## src/rtl/tile_cl_beat_gather.sv

```systemverilog
`default_nettype none
// ============================================================================
// Module   : tile_cl_beat_gather
// Purpose  : Gathers L2 eviction beats into full cache lines behind a
//            two-slot ping-pong buffer and strobes each line to the X/Y fifo.
// Revision : 1.0
// ============================================================================
module tile_cl_beat_gather #(
    parameter int BEATS  = 8,
    parameter int BEAT_W = 66
) (
    input  logic                    clk,
    input  logic                    rst,
    input  logic                    beat_vld,
    output logic                    beat_rdy,
    input  logic                    beat_first,
    input  logic [BEAT_W-1:0]       beat_data,
    input  logic [36:0]             beat_addr,
    input  logic [37:0]             beat_size,
    input  logic                    beat_expun,
    input  logic                    out_rdy,
    output logic                    out_en,
    output logic [BEATS*BEAT_W-1:0] out_datum,
    output logic [36:0]             out_addr,
    output logic [37:0]             out_size,
    output logic                    out_expun,
    output logic [1:0]              lines_pending,
    output logic                    err_seq
);

    localparam int c_LINE_W = BEATS * BEAT_W;
    localparam int c_CNT_W  = $clog2(BEATS);
    localparam logic [c_CNT_W-1:0] c_LAST = c_CNT_W'(BEATS - 1);

    typedef enum logic [0:0] {
        S_IDLE  = 1'b0,
        S_ISSUE = 1'b1
    } state_t;

    state_t               r_state;
    state_t               w_state_nxt;
    logic                 r_run;
    logic [1:0]           r_full;
    logic [1:0]           w_full_nxt;
    logic                 r_fill_ptr;
    logic                 r_iss_ptr;
    logic [c_CNT_W-1:0]   r_cnt;
    logic                 r_err;
    logic [c_LINE_W-1:0]  r_out_datum;
    logic [36:0]          r_out_addr;
    logic [37:0]          r_out_size;
    logic                 r_out_expun;

    logic [c_LINE_W-1:0]  r_slot_data  [2];
    logic [36:0]          r_slot_addr  [2];
    logic [37:0]          r_slot_size  [2];
    logic                 r_slot_expun [2];

    logic                 w_xfer;
    logic                 w_cnt_zero;
    logic                 w_start;
    logic                 w_cont;
    logic                 w_orphan;
    logic                 w_complete;
    logic                 w_issue;
    logic [c_CNT_W-1:0]   w_wr_idx;

    // r_run keeps beat_rdy low while reset is held and for the release edge
    assign beat_rdy   = r_run & ~r_full[r_fill_ptr];
    assign w_xfer     = beat_vld & beat_rdy;
    assign w_cnt_zero = (r_cnt == '0);
    assign w_start    = w_xfer & beat_first;
    assign w_cont     = w_xfer & ~beat_first & ~w_cnt_zero;
    assign w_orphan   = w_xfer & ~beat_first & w_cnt_zero;
    assign w_complete = w_cont & (r_cnt == c_LAST);
    assign w_wr_idx   = w_start ? '0 : r_cnt;

    // Issue may chain from ISSUE straight into another issue for back-to-back lines
    always_comb begin
        w_state_nxt = S_IDLE;
        w_issue     = 1'b0;
        if (r_full[r_iss_ptr] && out_rdy) begin
            w_issue     = 1'b1;
            w_state_nxt = S_ISSUE;
        end
    end

    // Fill and issue never target the same slot: one needs it empty, the other full
    always_comb begin
        w_full_nxt = r_full;
        if (w_issue)
            w_full_nxt[r_iss_ptr] = 1'b0;
        if (w_complete)
            w_full_nxt[r_fill_ptr] = 1'b1;
    end

    always_ff @(posedge clk) begin
        if (w_start || w_cont)
            r_slot_data[r_fill_ptr][int'(w_wr_idx)*BEAT_W +: BEAT_W] <= beat_data;
        if (w_start) begin
            r_slot_addr[r_fill_ptr]  <= beat_addr;
            r_slot_size[r_fill_ptr]  <= beat_size;
            r_slot_expun[r_fill_ptr] <= beat_expun;
        end
    end

    always_ff @(posedge clk or negedge rst) begin
        if (!rst) begin
            r_state     <= S_IDLE;
            r_run       <= 1'b0;
            r_full      <= '0;
            r_fill_ptr  <= 1'b0;
            r_iss_ptr   <= 1'b0;
            r_cnt       <= '0;
            r_err       <= 1'b0;
            r_out_datum <= '0;
            r_out_addr  <= '0;
            r_out_size  <= '0;
            r_out_expun <= 1'b0;
        end else begin
            r_state <= w_state_nxt;
            r_run   <= 1'b1;
            r_full  <= w_full_nxt;
            if (w_complete)
                r_fill_ptr <= ~r_fill_ptr;
            if (w_issue) begin
                r_iss_ptr   <= ~r_iss_ptr;
                r_out_datum <= r_slot_data[r_iss_ptr];
                r_out_addr  <= r_slot_addr[r_iss_ptr];
                r_out_size  <= r_slot_size[r_iss_ptr];
                r_out_expun <= r_slot_expun[r_iss_ptr];
            end
            if (w_start)
                r_cnt <= c_CNT_W'(1);
            else if (w_complete)
                r_cnt <= '0;
            else if (w_cont)
                r_cnt <= r_cnt + 1'b1;
            if ((w_start && !w_cnt_zero) || w_orphan)
                r_err <= 1'b1;
        end
    end

    assign out_en        = (r_state == S_ISSUE);
    assign out_datum     = r_out_datum;
    assign out_addr      = r_out_addr;
    assign out_size      = r_out_size;
    assign out_expun     = r_out_expun;
    assign lines_pending = 2'(r_full[0]) + 2'(r_full[1]);
    assign err_seq       = r_err;

endmodule
`default_nettype wire

```

## config.mk

```make
export PLATFORM = sky130hd
export DESIGN_NAME = tile_cl_beat_gather
export DESIGN_NICKNAME = d
export VERILOG_FILES = /design/src/rtl/tile_cl_beat_gather.sv
export SDC_FILE = /design/constraint.sdc
export NUM_CORES = 2
export LEC_CHECK = 0
export BUFFER_PORTS_ARGS = -buffer_cell sky130_fd_sc_hd__buf_2
export CAP_MARGIN = 20
export CORE_AREA = 2 2 383 385
export CTS_CLUSTER_SIZE = 14
export DETAILED_ROUTE_END_ITERATION = 8
export DIE_AREA = 0 0 385 387
export PLACE_DENSITY = 0.76
export RECOVER_POWER = 50
export SYNTH_ARGS = -nofsm -noshare
export SYNTH_HDL_FRONTEND = slang
export SYNTH_SLANG_ARGS = --single-unit
```

## constraint.sdc

```tcl
create_clock -name clk -period 7.3 [get_ports clk]
set_clock_uncertainty 0.2 [all_clocks]
set_input_delay 2.19 -clock clk [delete_from_list [all_inputs] [get_ports clk]]
set_output_delay 2.19 -clock clk [all_outputs]
set_load 0.005 [all_outputs]
```

**Yosys cells after proc, flatten, opt, wreduce, memory -nomap -nowiden**

Memories as Yosys holds them, arrays and structs flattened. A register that Yosys moved wholly into a read port is not among the register bits.
Cells that the tools add are included.

- Register bits: 10
- Memory bits (writable): 1208
- Bits of input ports: 147
- Output and inout bits: 609
- Word-level logic and storage cells: 69
- Memories: 4

- Add/sub/neg operators: 3
- $mul: 1
- Magnitude comparators: 4
- Equal/unequal tests: 1
- Shift-type cells: 2
- Mux-type cells: 19
- Bitwise logic cells: 15
- Reductions and logical operators: 13

Memories:

| memory | words | bits a word | read ports | clocked after memory_dff | wr ports | RTL line | RTL |
|---|---|---|---|---|---|---|---|
| r_slot_data | 2 | 528 | 1 | 1 | 1 | 54 | `logic [c_LINE_W-1:0] r_slot_data [2];` |
| r_slot_size | 2 | 38 | 1 | 1 | 1 | 56 | `logic [37:0] r_slot_size [2];` |
| r_slot_addr | 2 | 37 | 1 | 1 | 1 | 55 | `logic [36:0] r_slot_addr [2];` |
| r_slot_expun | 2 | 1 | 1 | 1 | 1 | 57 | `logic r_slot_expun [2];` |

Operator list:

| cell | count |
|---|---|
| $mux W528 | 1 |
| $shift A66 B33 Y528 const A | 1 |
| $shiftx A66 B33 Y528 | 1 |
| $neg A10 Y33 | 1 |
| $mux W3 | 4 |
| $mux W1 | 10 |
| $mul A3 B6 Y9 const B | 1 |
| $and A1 B1 Y1 | 7 |
| $logic_not A1 Y1 | 5 |
| $not A1 Y1 | 5 |
| $logic_and A1 B1 Y1 | 4 |
| $lt A1 B2 Y1 const B | 2 |
| $mux W2 | 2 |
| $add A3 B1 Y3 const B | 1 |
| $eq A3 B3 Y1 const B | 1 |
| $logic_not A3 Y1 | 1 |
| $reduce_bool A3 Y1 | 1 |
| $add A1 B1 Y2 | 1 |
| $and A2 B2 Y2 | 1 |
| $demux W1 S1 | 2 |
| $ge A1 B1 Y1 const B | 2 |
| $logic_or A1 B1 Y1 | 2 |
| $not A2 Y2 | 1 |
| $or A2 B2 Y2 | 1 |

**Longest topological paths before layout**

- Depth in word-level cells: 11
- Depth in mapped cells: 22

**Least setup slack after synthesis**

Ideal clock, no wire load.

- Path type: input -> register
- Start: input beat_first
- End: memory r_slot_data[0][100] (netlist bit) (enable)
- Setup time: 526 ps
- Arrival time: 9054 ps
- Data required time: 6574 ps
- Setup slack: -2479 ps
- Stages: 19
- Path through: buf_6 > and3_4 > buf_6 > a21oi_4 > buf_12 > inv_8 > buf_12 > buf_4 > buf_2 > buf_1 > buf_1 > ha_1 > nand2_1 > clkbuf_1 > xnor2_1 > buf_2 > nand2_1 > clkbuf_1 > nor3_1

- Longest elaborated chain between the ends: 6
- Elaborated cells on any way between the ends: 11

Ends and longest elaborated chain:

| what | RTL line | RTL |
|---|---|---|
| from (decl) | 16 | `input logic beat_first,` |
| $and A1 B1 Y1 or $not A1 Y1 (tied branches) | 72, 73 |  |
| $mux W3 or $and A1 B1 Y1 (tied branches) | 76, 73 |  |
| $mul A3 B6 Y9 or $and A1 B1 Y1 (tied branches) | 99, 73 |  |
| $neg A10 Y33 or $logic_or A1 B1 Y1 (tied branches) | 99, 98 |  |
| $shift A66 B33 Y528 or $mux W1 (tied branches) | 99, 98 |  |
| $mux W528 (not written as such) (*) | 99 | `r_slot_data[r_fill_ptr][int'(w_wr_idx)*BEAT_W +: BEAT_W] <= beat_data;` |
| to (decl) | 54 |  |

Mark *: on every way between the ends. The rest lies on a longest branch, timed or not.

**Worst setup path after layout**

- Start: input beat_vld
- End: memory r_slot_data[0][61] (netlist bit) (data pin)

- Longest elaborated chain between the ends: 6

Ends and longest elaborated chain:

| what | RTL line | RTL |
|---|---|---|
| from (decl) | 14 | `input logic beat_vld,` |
| $and A1 B1 Y1 | 70 | `assign w_xfer = beat_vld & beat_rdy;` |
| $and A1 B1 Y1 | 72 | `assign w_start = w_xfer & beat_first;` |
| $mux W3 | 76 | `assign w_wr_idx = w_start ? '0 : r_cnt;` |
| $mul A3 B6 Y9 | 99 |  |
| $neg A10 Y33 | 99 |  |
| $shiftx A66 B33 Y528 | 99 |  |

No other way between the ends.

==> reports/metrics.cfg <==
[cells_and_area]
syn2layout_area_growth_pct = 17.8
fin_nets = 7277
ff_latch_area_um2 = 51600
fin_util_pct = 63.4
drive_gt1_share_pct = 15.8
multiInputGateArea_um2 = 24400
n_fill_cell = 10907

[sta]
fmax_mhz = 145
setup_ws_ns = 0.399
maxSlewHeadroom_pct = -210
fin_crit_sh_pct = 94.5
setup_tns_ns = 0
finalHoldViolCount = 0
slew_violations = 1016
tightest_slew_ns = 4.65
setup-violations-final = 0
grt_setup_unrepaired = false
min_period_ns = 6.90

[flow_run]
drv_cap = 12

[power]
power.density_nw_per_um2 = 577
peakVddDrop_v = 0.000380
leakage_nw = 35.4

[route]
routedWlPerCell_um = 37.5
wl_met3_um = 44700
drt-initial-drc-count = 9220
drc = 0
wirelength_um = 345000
routed-wl-met2_um = 146000
final_antenna_net_count = 0
wl_met1_um = 131000
dr.pass1.iters = 6
top_layer_used = met5
vias = 61211
viasPerCell = 6.65

[critical_path]
crit_path_top_delay_cell = clkbuf_1
r2r-start = r_iss_ptr
cp-end-kind = flop
crit_required_ns = 7.61
crit_path_start_kind = input pin
crit_arrival_ns = 7.21
critical_path_buf_inv_count = 3
critPathLaunch = beat_vld
max_stage_delay_ns = 1.87
cp_max_fo = 41
criticalPathCategory = input pin to flop
cp_common_cell = clkbuf_1
path_cells = clkbuf_1 -> and3_4 -> nand2_1 -> clkbuf_1 -> a32oi_1 -> a21boi_0 -> mux2i_1 -> buf_4 -> o221ai_1
path_delay_family = buffers and inverters

[min_path]
min-delay-start = out_datum[29]
hold_path_class = flop to flop

[synth]
async_flop_share_pct = 33.7
synth_xor_area_share_pct = 0.0562
ys_seq_area_share_pct = 66.3
synthAdderAreaFrac_pct = 0.161
syn_area_per_cell_um2 = 12.6
ys.flop_type = edfxtp_1
synth_cell_type_count = 81
synth.area.mux_share_pct = 11.5
yosys.area_share.simple_pct = 8.71
syn_area_um2 = 77900
synth_compound_gate_area_share_pct = 10.6
synth-warning-count = 0
synth_enable_flop_cells = 1208
synth_seq_cells = 1822
syn-instance-count = 6161
synth_top_family_by_area = multiplexers
synthesis.nets = 6318

[placed_design]
place_ws_ns = 0.0912
detailed_place_hpwl_um = 255000
gp_congestion = 1.08
io_buffers = 755

[floorplanning]
dieArea_um2 = 149000
core-area_um2 = 145000
die_h_um = 387
rows = 140
start_util_pct = 53.8
dieWidth_um = 385
ioPinCount = 756

[global_route]
grt_pass1_vias = 58240
grt_pass1_wl_um = 467000
grt-ovfl-total = 0
grt_start_max_net_pins = 220
grtUsageTotal_pct = 45.7
antenna_found_initial = 33

[cts]
cts.path.max_buffers = 3
cts_tree = yes
cts_made_buffers = 175
clk_pin_slew_ns = 0.06
clk_latency_ns = 0.85
cts_max_level = 4
cts_root_buf = clkbuf_16
cts_sinks = 1822
postCtsSetupBuffers = 0
ctsResizeCount = 0
cts-hold-fix-buffers = 0

[status]
failed_checks = capacitance limit, slew limit
outcome = complete, but fails checks

[registers in the layout, summed over array words and instances, names as in the netlist, 2 cells and up]
signal and count:
r_slot_data 1056, out_datum 528, r_slot_size 76, r_slot_addr 74, out_size 38, out_addr 37
r_cnt 3, r_full 2, r_slot_expun 2
[layout by cell type, fill, tap and decap left out, types with 17 or more instances in the layout]
cell	count
o221ai_1	20
dfrtp_1	614
o22a_1	19
o211ai_1	18
a32o_1	33
and2_1	37
buf_12	51
mux4_2	50
and3_1	17
clkinv_1	21
clkinv_2	23
a22oi_1	41
o21ai_0	666
clkbuf_16	176
clkbuf_8	24
diode_2	17
mux2_2	36
buf_4	429
a32oi_1	39
a21oi_1	91
o22ai_1	177
edfxtp_1	1208
mux2i_1	719
nand2_1	781
a31oi_1	28
nor3_1	54
a211oi_1	21
nor2_1	656
nand3_1	46
clkbuf_1	549
buf_2	267
[power breakdown]
group	switching [mW]	leakage (nW)	total, mW	internal (mW)
logic	21.9	13.3	29.9	8.05
clock network	4.02	2.76	8.99	4.97
registers	0.849	19.4	14.1	13.2
total	26.7	35.4	53.0	26.3
[Yosys cell counts, types with 10 or more instances]
cell,instances,area [um^2]
nor2_1,663,2490
edfxtp_1,1208,36300
nor2b_1,13,81.3
o31ai_1,10,75.1
o21ai_0,667,3340
o211ai_1,18,135
nand2_1,783,2940
a31oi_1,28,175
nand2b_1,11,68.8
a32oi_1,39,342
o21a_1,11,82.6
ha_1,10,125
a2bb2oi_1,16,140
dfrtp_1,614,15400
mux4_2,50,1130
o22a_1,19,166
buf_2,44,220
o221ai_1,20,175
a21oi_1,92,460
a211oi_1,21,158
clkbuf_1,358,1340
o32ai_1,11,96.3
and3_1,17,106
and2_1,37,231
o22ai_1,178,1110
a22o_1,16,140
inv_1,18,67.6
a221oi_1,14,123
o21ai_1,10,50.1
o2bb2ai_1,15,131
nand4_1,15,93.8
a22oi_1,41,308
a32o_1,33,330
o32a_1,12,120
nor3_1,59,295
buf_1,53,199
mux2i_1,720,7210
mux2_2,37,417
or3_1,15,93.8
nand3_1,47,235
[area by class of cell]
cell class / instances / area share [%]
tap: 1917 / 2.61
sequential: 1822 / 56.3
timing repair buffer: 1253 / 8.17
clock buffer: 257 / 5.39
multi-input combinational: 3849 / 26.6
clock inverter: 71 / 0.853
antenna: 17 / 0.0463
inverter: 19 / 0.0872
[stage by stage]
step | instance area, um^2 | cells | power, mW | hold WS [ns]
after floorplan | 78000 | 6161 | 25.3 | 0.268
after global placement | 86700 | 8856 | 42.1 | 0.256
after detailed placement | 86700 | 8858 | 42.3 | 0.265
after CTS | 92500 | 9186 | 51.2 | 0.278
after global routing | 91800 | 9188 | 53.0 | 0.302
final | 91800 | 9205 | 53.0 | 0.273
[worst min-delay path: cells and delay by family, from the launching register on]
family / cells / cell delay (ns)
AOI/OAI and AO/OA: 1 / 0.06
DFF: 1 / 0.34
and+or+nand+nor: 1 / 0.04
[logic make-up (layout without fill, tap and decap cells)]
logic type               count (synthesis)  after routing
adder cells (fa/ha/maj)                 10             10
XOR/XNOR                                 5              5
other                                    1             18
buffers and inverters                  490           1600
AND/OR/NAND/NOR                       1681           1681
flip-flops                            1822           1822
AO/OA/AOI/OAI                         1334           1334
multiplexers                           818            818
[final timing paths]
| check | depth (start not counted) | slack, ns | endpoint |
|---|---|---|---|
| min in group asynchronous | 1 | 2.93 | out_addr[29] |
| worst min register to register | 2 | 0.27 | out_datum[29] |
| worst min-delay path | 2 | 0.27 | out_datum[29] |
| worst max-delay path | 9 | 0.40 | r_slot_data[0][61] |
| max in group asynchronous | 1 | 1.27 | out_datum[33] |
| worst max register to register | 4 | 0.65 | out_datum[139] |
[metal layers]
layer  vias to the layer above  GRT usage, %
met4                        34          24.8
met2                      4590          64.5
li1                      24704             -
met3                       984          15.5
met5                         -         0.227
met1                     30899          62.3
Note: power is estimated with default switching activity, not from simulation.
